==> src/rtl/crack_sched.sv <==
`default_nettype none
// ============================================================================
//  Module      : crack_sched
//  Description : Key-search scheduler for two cracking cores. It launches
//                both cores on disjoint halves of the 24-bit key space,
//                collects the first found key (or both "exhausted" flags),
//                aborts the cores, and arbitrates their shared ciphertext
//                memory port round-robin while the search runs.
//                Optional watchdog: define CRACK_TIMEOUT_EN to bound the
//                RUN phase to TIMEOUT_CYCLES clocks.
//  Revision    : 1.0 - initial release
// ============================================================================
module crack_sched #(
    parameter logic [31:0] TIMEOUT_CYCLES = 32'd50_000_000
) (
    input  logic        clk,
    input  logic        rst,
    input  logic        en,
    output logic        rdy,
    output logic [23:0] key,
    output logic        key_valid,
    output logic        timeout,
    output logic [7:0]  ct_addr,
    input  logic [7:0]  ct_rddata,
    output logic [1:0]  c_en,
    input  logic [1:0]  c_rdy,
    output logic [47:0] c_start_key,
    input  logic [47:0] c_key,
    input  logic [1:0]  c_key_valid,
    input  logic [1:0]  c_done,
    output logic [1:0]  c_abort,
    input  logic [1:0]  c_ct_req,
    input  logic [15:0] c_ct_addr,
    output logic [1:0]  c_ct_gnt,
    output logic [1:0]  c_ct_rvalid,
    output logic [7:0]  c_ct_rddata
);

    typedef enum logic [1:0] {
        S_IDLE   = 2'd0,
        S_LAUNCH = 2'd1,
        S_RUN    = 2'd2,
        S_DRAIN  = 2'd3
    } state_t;

    // Core 1 searches the upper half of the key space, core 0 the lower half.
    localparam logic [47:0] C_LAUNCH_KEYS = {24'h800000, 24'h000000};

    state_t      state_q, state_d;
    logic [23:0] key_q, key_d;
    logic        key_valid_q, key_valid_d;
    logic [1:0]  abort_q, abort_d;
    logic [1:0]  done_q, done_d;
    logic        last_q;
    logic [1:0]  rvalid_q;
    logic [1:0]  w_req;
    logic [1:0]  w_gnt;
    logic        w_accept;
    logic        w_key_hit;
    logic        w_to_hit;

    assign w_accept  = (state_q == S_IDLE) && en;
    assign w_key_hit = (state_q == S_RUN) && (|c_key_valid);

`ifdef CRACK_TIMEOUT_EN
    logic [31:0] run_cnt_q;
    logic        timeout_q;

    // Watchdog fires in the RUN cycle that completes TIMEOUT_CYCLES RUN cycles.
    assign w_to_hit = (state_q == S_RUN) && ((run_cnt_q + 32'd1) == TIMEOUT_CYCLES);
    assign timeout  = timeout_q;

    // RUN-cycle counter (cleared while launching) and sticky timeout flag.
    always_ff @(posedge clk or posedge rst) begin
        if (rst) begin
            run_cnt_q <= 32'd0;
            timeout_q <= 1'b0;
        end else begin
            if (state_q == S_LAUNCH) begin
                run_cnt_q <= 32'd0;
            end else if (state_q == S_RUN) begin
                run_cnt_q <= run_cnt_q + 32'd1;
            end
            if (w_accept) begin
                timeout_q <= 1'b0;
            end else if (w_to_hit && !w_key_hit) begin
                timeout_q <= 1'b1;
            end
        end
    end
`else
    logic w_unused_timeout_cfg;
    assign w_unused_timeout_cfg = ^TIMEOUT_CYCLES;
    assign w_to_hit = 1'b0;
    assign timeout  = 1'b0;
`endif

    // Scheduler next-state: launch, collect result or exhaustion, drain cores.
    always_comb begin
        state_d     = state_q;
        key_d       = key_q;
        key_valid_d = key_valid_q;
        abort_d     = 2'b00;
        done_d      = done_q;
        c_en        = 2'b00;
        case (state_q)
            S_IDLE: begin
                if (en) begin
                    state_d     = S_LAUNCH;
                    key_d       = 24'h000000;
                    key_valid_d = 1'b0;
                end
            end
            S_LAUNCH: begin
                done_d = 2'b00;
                if (c_rdy == 2'b11) begin
                    c_en    = 2'b11;
                    state_d = S_RUN;
                end
            end
            S_RUN: begin
                done_d = done_q | c_done;
                // A found key outranks both the watchdog and exhaustion;
                // core 0 wins a same-cycle tie.
                if (c_key_valid[0]) begin
                    key_d       = c_key[23:0];
                    key_valid_d = 1'b1;
                    abort_d     = 2'b11;
                    state_d     = S_DRAIN;
                end else if (c_key_valid[1]) begin
                    key_d       = c_key[47:24];
                    key_valid_d = 1'b1;
                    abort_d     = 2'b11;
                    state_d     = S_DRAIN;
                end else if (w_to_hit) begin
                    key_valid_d = 1'b0;
                    abort_d     = 2'b11;
                    state_d     = S_DRAIN;
                end else if ((done_q | c_done) == 2'b11) begin
                    state_d = S_DRAIN;
                end
            end
            S_DRAIN: begin
                if (c_rdy == 2'b11) begin
                    state_d = S_IDLE;
                end
            end
            default: state_d = S_IDLE;
        endcase
    end

    // Scheduler state and result registers.
    always_ff @(posedge clk or posedge rst) begin
        if (rst) begin
            state_q     <= S_IDLE;
            key_q       <= 24'h000000;
            key_valid_q <= 1'b0;
            abort_q     <= 2'b00;
            done_q      <= 2'b00;
        end else begin
            state_q     <= state_d;
            key_q       <= key_d;
            key_valid_q <= key_valid_d;
            abort_q     <= abort_d;
            done_q      <= done_d;
        end
    end

    // Memory arbiter: same-cycle grant, round-robin on contention, RUN only.
    always_comb begin
        w_req = (state_q == S_RUN) ? c_ct_req : 2'b00;
        w_gnt = 2'b00;
        case (w_req)
            2'b01:   w_gnt = 2'b01;
            2'b10:   w_gnt = 2'b10;
            2'b11:   w_gnt = last_q ? 2'b01 : 2'b10;
            default: w_gnt = 2'b00;
        endcase
    end

    // Last-granted pointer and one-cycle-delayed read-return strobe.
    always_ff @(posedge clk or posedge rst) begin
        if (rst) begin
            last_q   <= 1'b1;
            rvalid_q <= 2'b00;
        end else begin
            if (|w_gnt) begin
                last_q <= w_gnt[1];
            end
            rvalid_q <= w_gnt;
        end
    end

    assign ct_addr     = w_gnt[1] ? c_ct_addr[15:8] :
                         (w_gnt[0] ? c_ct_addr[7:0] : 8'h00);
    assign rdy         = (state_q == S_IDLE);
    assign key         = key_q;
    assign key_valid   = key_valid_q;
    assign c_start_key = C_LAUNCH_KEYS;
    assign c_abort     = abort_q;
    assign c_ct_gnt    = w_gnt;
    assign c_ct_rvalid = rvalid_q;
    assign c_ct_rddata = ct_rddata;

endmodule
`default_nettype wire

==> config.mk <==
export PLATFORM = sky130hd
export DESIGN_NAME = crack_sched
export DESIGN_NICKNAME = d
export VERILOG_FILES = /design/src/rtl/crack_sched.sv
export SDC_FILE = /design/constraint.sdc
export NUM_CORES = 1
export LEC_CHECK = 0
export CORE_MARGIN = 2
export CORE_UTILIZATION = 36
export CTS_CLUSTER_DIAMETER = 80
export DETAILED_ROUTE_END_ITERATION = 16
export PLACE_DENSITY = 0.94
export SYNTH_ARGS = -nofsm -noshare
export SYNTH_HDL_FRONTEND = slang
export SYNTH_SLANG_ARGS = --single-unit
==> constraint.sdc <==
create_clock -name clk -period 2.8 [get_ports clk]
set_clock_uncertainty 0.2 [all_clocks]
set_input_delay 0.42 -clock clk [delete_from_list [all_inputs] [get_ports clk]]
set_output_delay 0.42 -clock clk [all_outputs]
set_load 0.02 [all_outputs]
==> results by group, run 1 <==
Die
  – Core area: 5960 sq um
  – Die height: 82.8 um
  – Die area: 6850 sq um
  – Boundary pin count: 182
  – # rows: 28
  – Starting Density: 37.5%
  – Die W: 82.8 um

STA
  – Final setup viols: 0
  – Final hold vios: 0
  – Fmax: 380 MHz
  – Crit path time final: 2.63 ns
  – RSZ-0062 raised after global routing: no
  – Setup Total Neg Slack: 0 ns
  – Final period utilization: 94.0%
  – Slew Viols, Final: 0

Clock tree
  – H-tree depth: 2
  – Root buf cell: clkbuf_8
  – Clock Latency Late Sink: 0.28 ns
  – Clk pin slew, worst setup/hold paths: 0.07 ns
  – Clk sinks: 33
  – CTS Hold Bufs: 0
  – Clk buf depth: 2
  – Clock buffer count from CTS: 5
  – CTS tree: built

Worst setup path
  – R2R depth: 6
  – Critical Path Fanout Max: 10
  – Setup CP Type: flop to primary output
  – Worst path arrival time: 2.01 ns
  – Reg2Reg Launch Point: state_q[0]
  – Startpoint types: flop
  – CP Capture Type: primary output
  – Worst reg2reg endpoint: key[2]
  – Setup slack, reg-to-reg: 0.78 ns
  – CP required: 2.18 ns

Detailed routing
  – Via/cell ratio: 4.49
  – Routed via count: 1,692
  – Pre-antenna DRT Iters: 3
  – DR iter-0 viols: 11
  – Post-route ant nets: 0
  – Wirelength, routed: 5.70 mm
  – Wirelength per Cell: 15.1 um
  – Drt drc: 0

Layout
  – Commonest non-fill, non-tap cells in the layout: 107 x clkdlybuf4s50_1, 49 x conb_1, 32 x dfrtp_1, 25 x mux2i_1, 20 x o2bb2ai_2
  – Fraction of layout cells with a size suffix above 1: 13.6%
  – Nets: 388
  – Finished Cell Area: 3320 sq um
  – # diodes: 0
  – Area Overhead vs Synth: 48.6%
  – Post-route non-filler standard cell count: 377
  – Most common cell after layout, fill and taps aside: clkdlybuf4s50_1

Synthesis
  – Post-synthesis cell area: 2230 sq um
  – Syn Inst Count: 191
  – Synth cell types: 28
  – Seq cells post-synth: 33
  – Largest area contributor in the synthesized netlist: dfrtp_1
  – Synth area leaders: dfrtp_1 36%, buf_4 20%, o2bb2ai_2 13%, mux2i_1 11%, a22o_1 3.1%
  – Post-synthesis sequential area ratio: 37.0%
  – Synthesized area per cell: 11.7 sq um
  – Yosys top cell area share: 35.8%
  – Yosys Warn Count: 0

Global routing
  – Total grt overflow: 0
  – Via count of the first global-routing pass: 1,734
  – Initial antenna violation count: 0
  – Global-route wire length before repair: 8.10 mm
  – Largest net degree at the start of global routing: 34
  – All-Layer GR Usage: 16.2%

Place
  – Detail Placement HPWL: 4.65 mm
  – RePlAce Congestion: 0.914
  – Cell Area, Placed: 3210 sq um
  – # port buffers: 116
  – Placed cells: 369

Hold path
  – Min-Delay Path Depth: 1
  – Hold endpoint: key_valid
  – Hold Startpoint: key_valid
  – Hold Crit Class: flop to flop

Run status
  – Status: finished clean

Pwr
  – Static leakage power: 0.00161 uW
  – Worst VDD drop: 0.000420 V
  – P per Cell Area: 833 nW/um^2
  – Power Total: 2770 uW

Run
  – Max-cap violations: 0
[cell families after synthesis]
kind of cell,after synthesis,synth area share (%)
fa+ha+maj,4,2.24
other cells,2,0.336
buf+inv,72,24.2
flops,33,37.0
simple gates,11,2.41
mux,26,11.7
compound gates,43,22.1
[cell usage after synthesis (all sizes together)]
library cell and n:
buf 68, dfrtp 32, mux2i 25, o2bb2ai 24
a22o 8, a21oi 4, ha 4, inv 4
nor2 4, nand2 3, conb 2, nor2b 2
a211o 1, a21bo 1, a2bb2oi 1, a311oi 1
and3 1, dfstp 1, mux2 1, nand2b 1
o21a 1, o21ai 1, o22ai 1
[worst max-delay path by stage]
stage | to | from | depth (start not counted)
after floorplan | ct_addr[0] | state_q[0] | 5
after global placement | ct_addr[6] | c_ct_req[1] | 6
after detailed placement | ct_addr[3] | c_ct_req[0] | 6
after CTS | ct_addr[3] | state_q[0] | 7
after global routing | c_ct_gnt[0] | state_q[0] | 6
final | c_ct_gnt[0] | state_q[0] | 6
[cell type report]
cell class | count | area [sq um]
Sequential cell | 33 | 827
Multi-Input combinational cell | 133 | 1050
Fill cell | 527 | 2640
Timing Repair Buffer | 124 | 1250
Tap cell | 75 | 93.8
Inverter | 4 | 15.0
Clock buffer | 8 | 90.1
[flip-flops by register name, summed over array words and instances (netlist names)]
| name | cells |
|---|---|
| done_q | 2 |
| c_abort | 1 |
| key_valid | 1 |
| key | 24 |
| c_ct_rvalid | 2 |
| state_q | 2 |
| last_q | 1 |
[timing repair]
| action | CTS | global route |
|---|---|---|
| resized for setup | 0 | 8 |
| endpoints found under the setup margin | 0 | 8 |
| setup buffers | 0 | 0 |
[stage by stage]
stage          util, %  hold slack [ns]  setup WS (ns)
6_report          55.8            0.286          0.167
5_1_grt           55.8            0.312         0.0495
4_1_cts           55.4            0.298         0.0242
3_5_place_dp      53.9            0.280          0.105
3_3_place_gp      53.9            0.270          0.172
2_1_floorplan        -            0.263          0.619
[power by group]
group          internal, uW  switching (uW)
registers               662             117
logic                   791             836
clock network           200             161
[worst max-delay path: stages (launching register included)]
cell and delay (ns):
dfrtp_1 0.40, inv_1 0.11, ha_1 0.21, nand2_1 0.10
a21oi_2 0.11, buf_4 0.18, clkdlybuf4s50_1 0.61
[metal layers]
metal	up-vias	share of wire (%)	global-route usage (%)
li1	783	-	-
met1	795	33	15.7
met2	105	54	31.5
met3	9	11	6.06
met4	0	1.8	4.92
met5	-	0	0
Note: power is estimated with default switching activity, not from simulation.
==> inputs of run 2 (changes only) <==
--- a/config.mk
+++ b/config.mk
@@ -9,6 +9,7 @@
 export CORE_UTILIZATION = 36
 export CTS_CLUSTER_DIAMETER = 80
 export DETAILED_ROUTE_END_ITERATION = 16
+export HOLD_SLACK_MARGIN = 0.03
 export PLACE_DENSITY = 0.94
 export SYNTH_ARGS = -nofsm -noshare
 export SYNTH_HDL_FRONTEND = slang
==> results of run 2 <==
Same layout as run 1: the final DEF is identical, and so are final timing and power.
==> inputs of run 3 (changes only) <==
--- a/config.mk
+++ b/config.mk
@@ -5,6 +5,7 @@
 export SDC_FILE = /design/constraint.sdc
 export NUM_CORES = 1
 export LEC_CHECK = 0
+export CORE_ASPECT_RATIO = 0.5
 export CORE_MARGIN = 2
 export CORE_UTILIZATION = 36
 export CTS_CLUSTER_DIAMETER = 80
==> run 3 against run 2 <==
  * Clock power grew 54%
  * Critical endpoint is now c_ct_gnt[1]
  * Wire length grew 1.4%
  * Design area grew 3.2%
  * Setup slack lost 0.010 ns
  * Clock-buffer cell count shrank 1
  * Combinational power is essentially flat
  * Non-clock buffer count shrank 3
  * Maximum frequency shrank 0.38%
  * Sequential cell count is the same
  * Cell count grew 3.2%
  * Critical path depth shrank 1
  * Global-route usage shrank 0.11 points
  * Critical path type unchanged
==> results by group, run 3 (synthesis gave the netlist of run 1 again) <==
Place
  – RePlAce Congestion: 0.742
  – Cell Area, Placed: 3190 sq um
  – Pre-CTS setup slack: -0.0268 ns
  – # port buffers: 116
  – Detail Placement HPWL: 4.45 mm

Global routing
  – Initial antenna violation count: 0
  – Global-route wire length before repair: 8.39 mm
  – Via count of the first global-routing pass: 1,656
  – Largest net degree at the start of global routing: 34
  – All-Layer GR Usage: 16.1%
  – Total grt overflow: 0

Clock tree
  – H-tree depth: 2
  – Clock Latency Late Sink: 0.27 ns
  – Root buf cell: clkbuf_16
  – Clk buf depth: 2
  – Clk pin slew, worst setup/hold paths: 0.05 ns
  – Clk sinks: 33
  – Clock buffer count from CTS: 5
  – CTS tree: built

Hold path
  – Min-Delay Path Depth: 1
  – Hold Crit Class: flop to flop
  – Hold endpoint: key_valid
  – Hold Startpoint: key_valid

STA
  – Crit path time final: 2.64 ns
  – Final period utilization: 94.4%
  – Setup Total Neg Slack: 0 ns
  – Final setup viols: 0
  – Fmax: 378 MHz
  – Final worst slack: 0.157 ns
  – Final hold vios: 0
  – Slew Viols, Final: 0
  – RSZ-0062 raised after global routing: no

Detailed routing
  – Pre-antenna DRT Iters: 4
  – Routed via count: 1,681
  – Post-route ant nets: 0
  – Wirelength per Cell: 14.9 um
  – DR iter-0 viols: 54
  – Wirelength, routed: 5.78 mm
  – Drt drc: 0
  – Via/cell ratio: 4.32

Die
  – Die area: 6890 sq um
  – # rows: 20
  – Die height: 59.7 um
  – Starting Density: 37.1%
  – Boundary pin count: 182
  – Die W: 115 um
  – Core area: 6030 sq um

Pwr
  – Power Total: 2990 uW
  – Static leakage power: 0.00160 uW
  – Worst VDD drop: 0.000449 V
  – P per Cell Area: 872 nW/um^2

Layout
  – Register Area: 827 sq um
  – Most common cell after layout, fill and taps aside: clkdlybuf4s50_1
  – # diodes: 0
  – Flip-flop count of the largest register after layout: 24
  – Final core occ: 56.8%
  – Area Overhead vs Synth: 53.4%
  – Nets: 387
  – Area of the multi-input gates: 1110 sq um
  – Commonest non-fill, non-tap cells in the layout: 106 x clkdlybuf4s50_1, 49 x conb_1, 32 x dfrtp_1, 25 x mux2i_1, 20 x o2bb2ai_2
  – Fraction of layout cells with a size suffix above 1: 14.3%
  – Fill cells: 507
  – Finished Cell Area: 3430 sq um

Worst setup path
  – Critical Path Fanout Max: 7
  – CP Capture Type: primary output
  – Worst reg2reg endpoint: key_valid
  – R2R depth: 6
  – Reg2Reg Launch Point: state_q[0]
  – Cell chain of the critical path: inv_1, ha_4, nand2_2, a21oi_4, clkdlybuf4s50_1
  – CP peak stage delay: 0.65 ns
  – Worst path arrival time: 2.02 ns
  – Setup CP Type: flop to primary output
  – Startpoint types: flop
  – Critical Path Slowest Stage Cell: clkdlybuf4s50_1
  – CP required: 2.18 ns
  – Setup slack, reg-to-reg: 0.75 ns

Run status
  – Status: finished clean

Run
  – Max-cap violations: 0
run 3: cell types whose count changed in the layout (fill, tap and decap cells not counted), moves of 4 or more:
cell           before  now
clkbuf_16           0    5
a21oi_4             0    4
clkbuf_8            6    2
dlygate4sd2_1       0    4
run 3: critical path, delay by kind of cell (launching register included):
family / cells / cell delay [ns]
simple gates: 1 / 0.12
buf+inv: 2 / 0.80
fa+ha+maj: 1 / 0.21
flops: 1 / 0.40
compound gates: 1 / 0.22
run 3: worst max path at each step:
stage / startpoint / endpoint / slack (ns) / depth (start not counted)
3_3_place_gp: c_ct_req[1] / ct_addr[7] / 0.08 / 5
6_report: state_q[0] / c_ct_gnt[1] / 0.16 / 5
5_1_grt: state_q[0] / c_ct_gnt[0] / 0.07 / 5
4_1_cts: state_q[0] / ct_addr[6] / -0.06 / 6
2_1_floorplan: state_q[0] / ct_addr[0] / 0.62 / 5
3_5_place_dp: c_ct_req[1] / ct_addr[4] / -0.03 / 5
run 3: layout make-up:
class                      count  area share (%)
clock inverter                 1           0.146
clock buffer                   7            4.45
tap                           88            3.21
inverter                       4           0.438
multi-input combinational    135            32.3
sequential                    33            24.1
timing repair buffer         121            35.3
run 3: report_power, final:
part	switching (uW)	internal, uW	total (uW)
clock	182	376	558
combinational	864	768	1630
sequential	136	663	799
total	1180	1810	2990
run 3: per-layer routing:
layer | track usage [%] | vias to the layer above | routed length (um)
met5 | 0 | - | 0
met4 | 3.61 | 0 | 49
met3 | 3.75 | 4 | 275
met2 | 29.7 | 54 | 3220
met1 | 19.4 | 833 | 2230
li1 | - | 790 | -
run 3: through the flow:
stage                     hold slack, ns  instances
after floorplan                    0.263        238
after global placement             0.265        379
final                              0.274        389
after CTS                          0.279        389
after global routing               0.310        389
after detailed placement           0.267        379
run 3: repair_timing:
item                                   CTS  global route
endpoints found under the hold margin    0             0
pin swaps                                0             0
setup endpoints to repair               10             6
cloned                                   2             0
resized for setup                        7            11
setup buffers                            0             0
hold buffers                             0             0
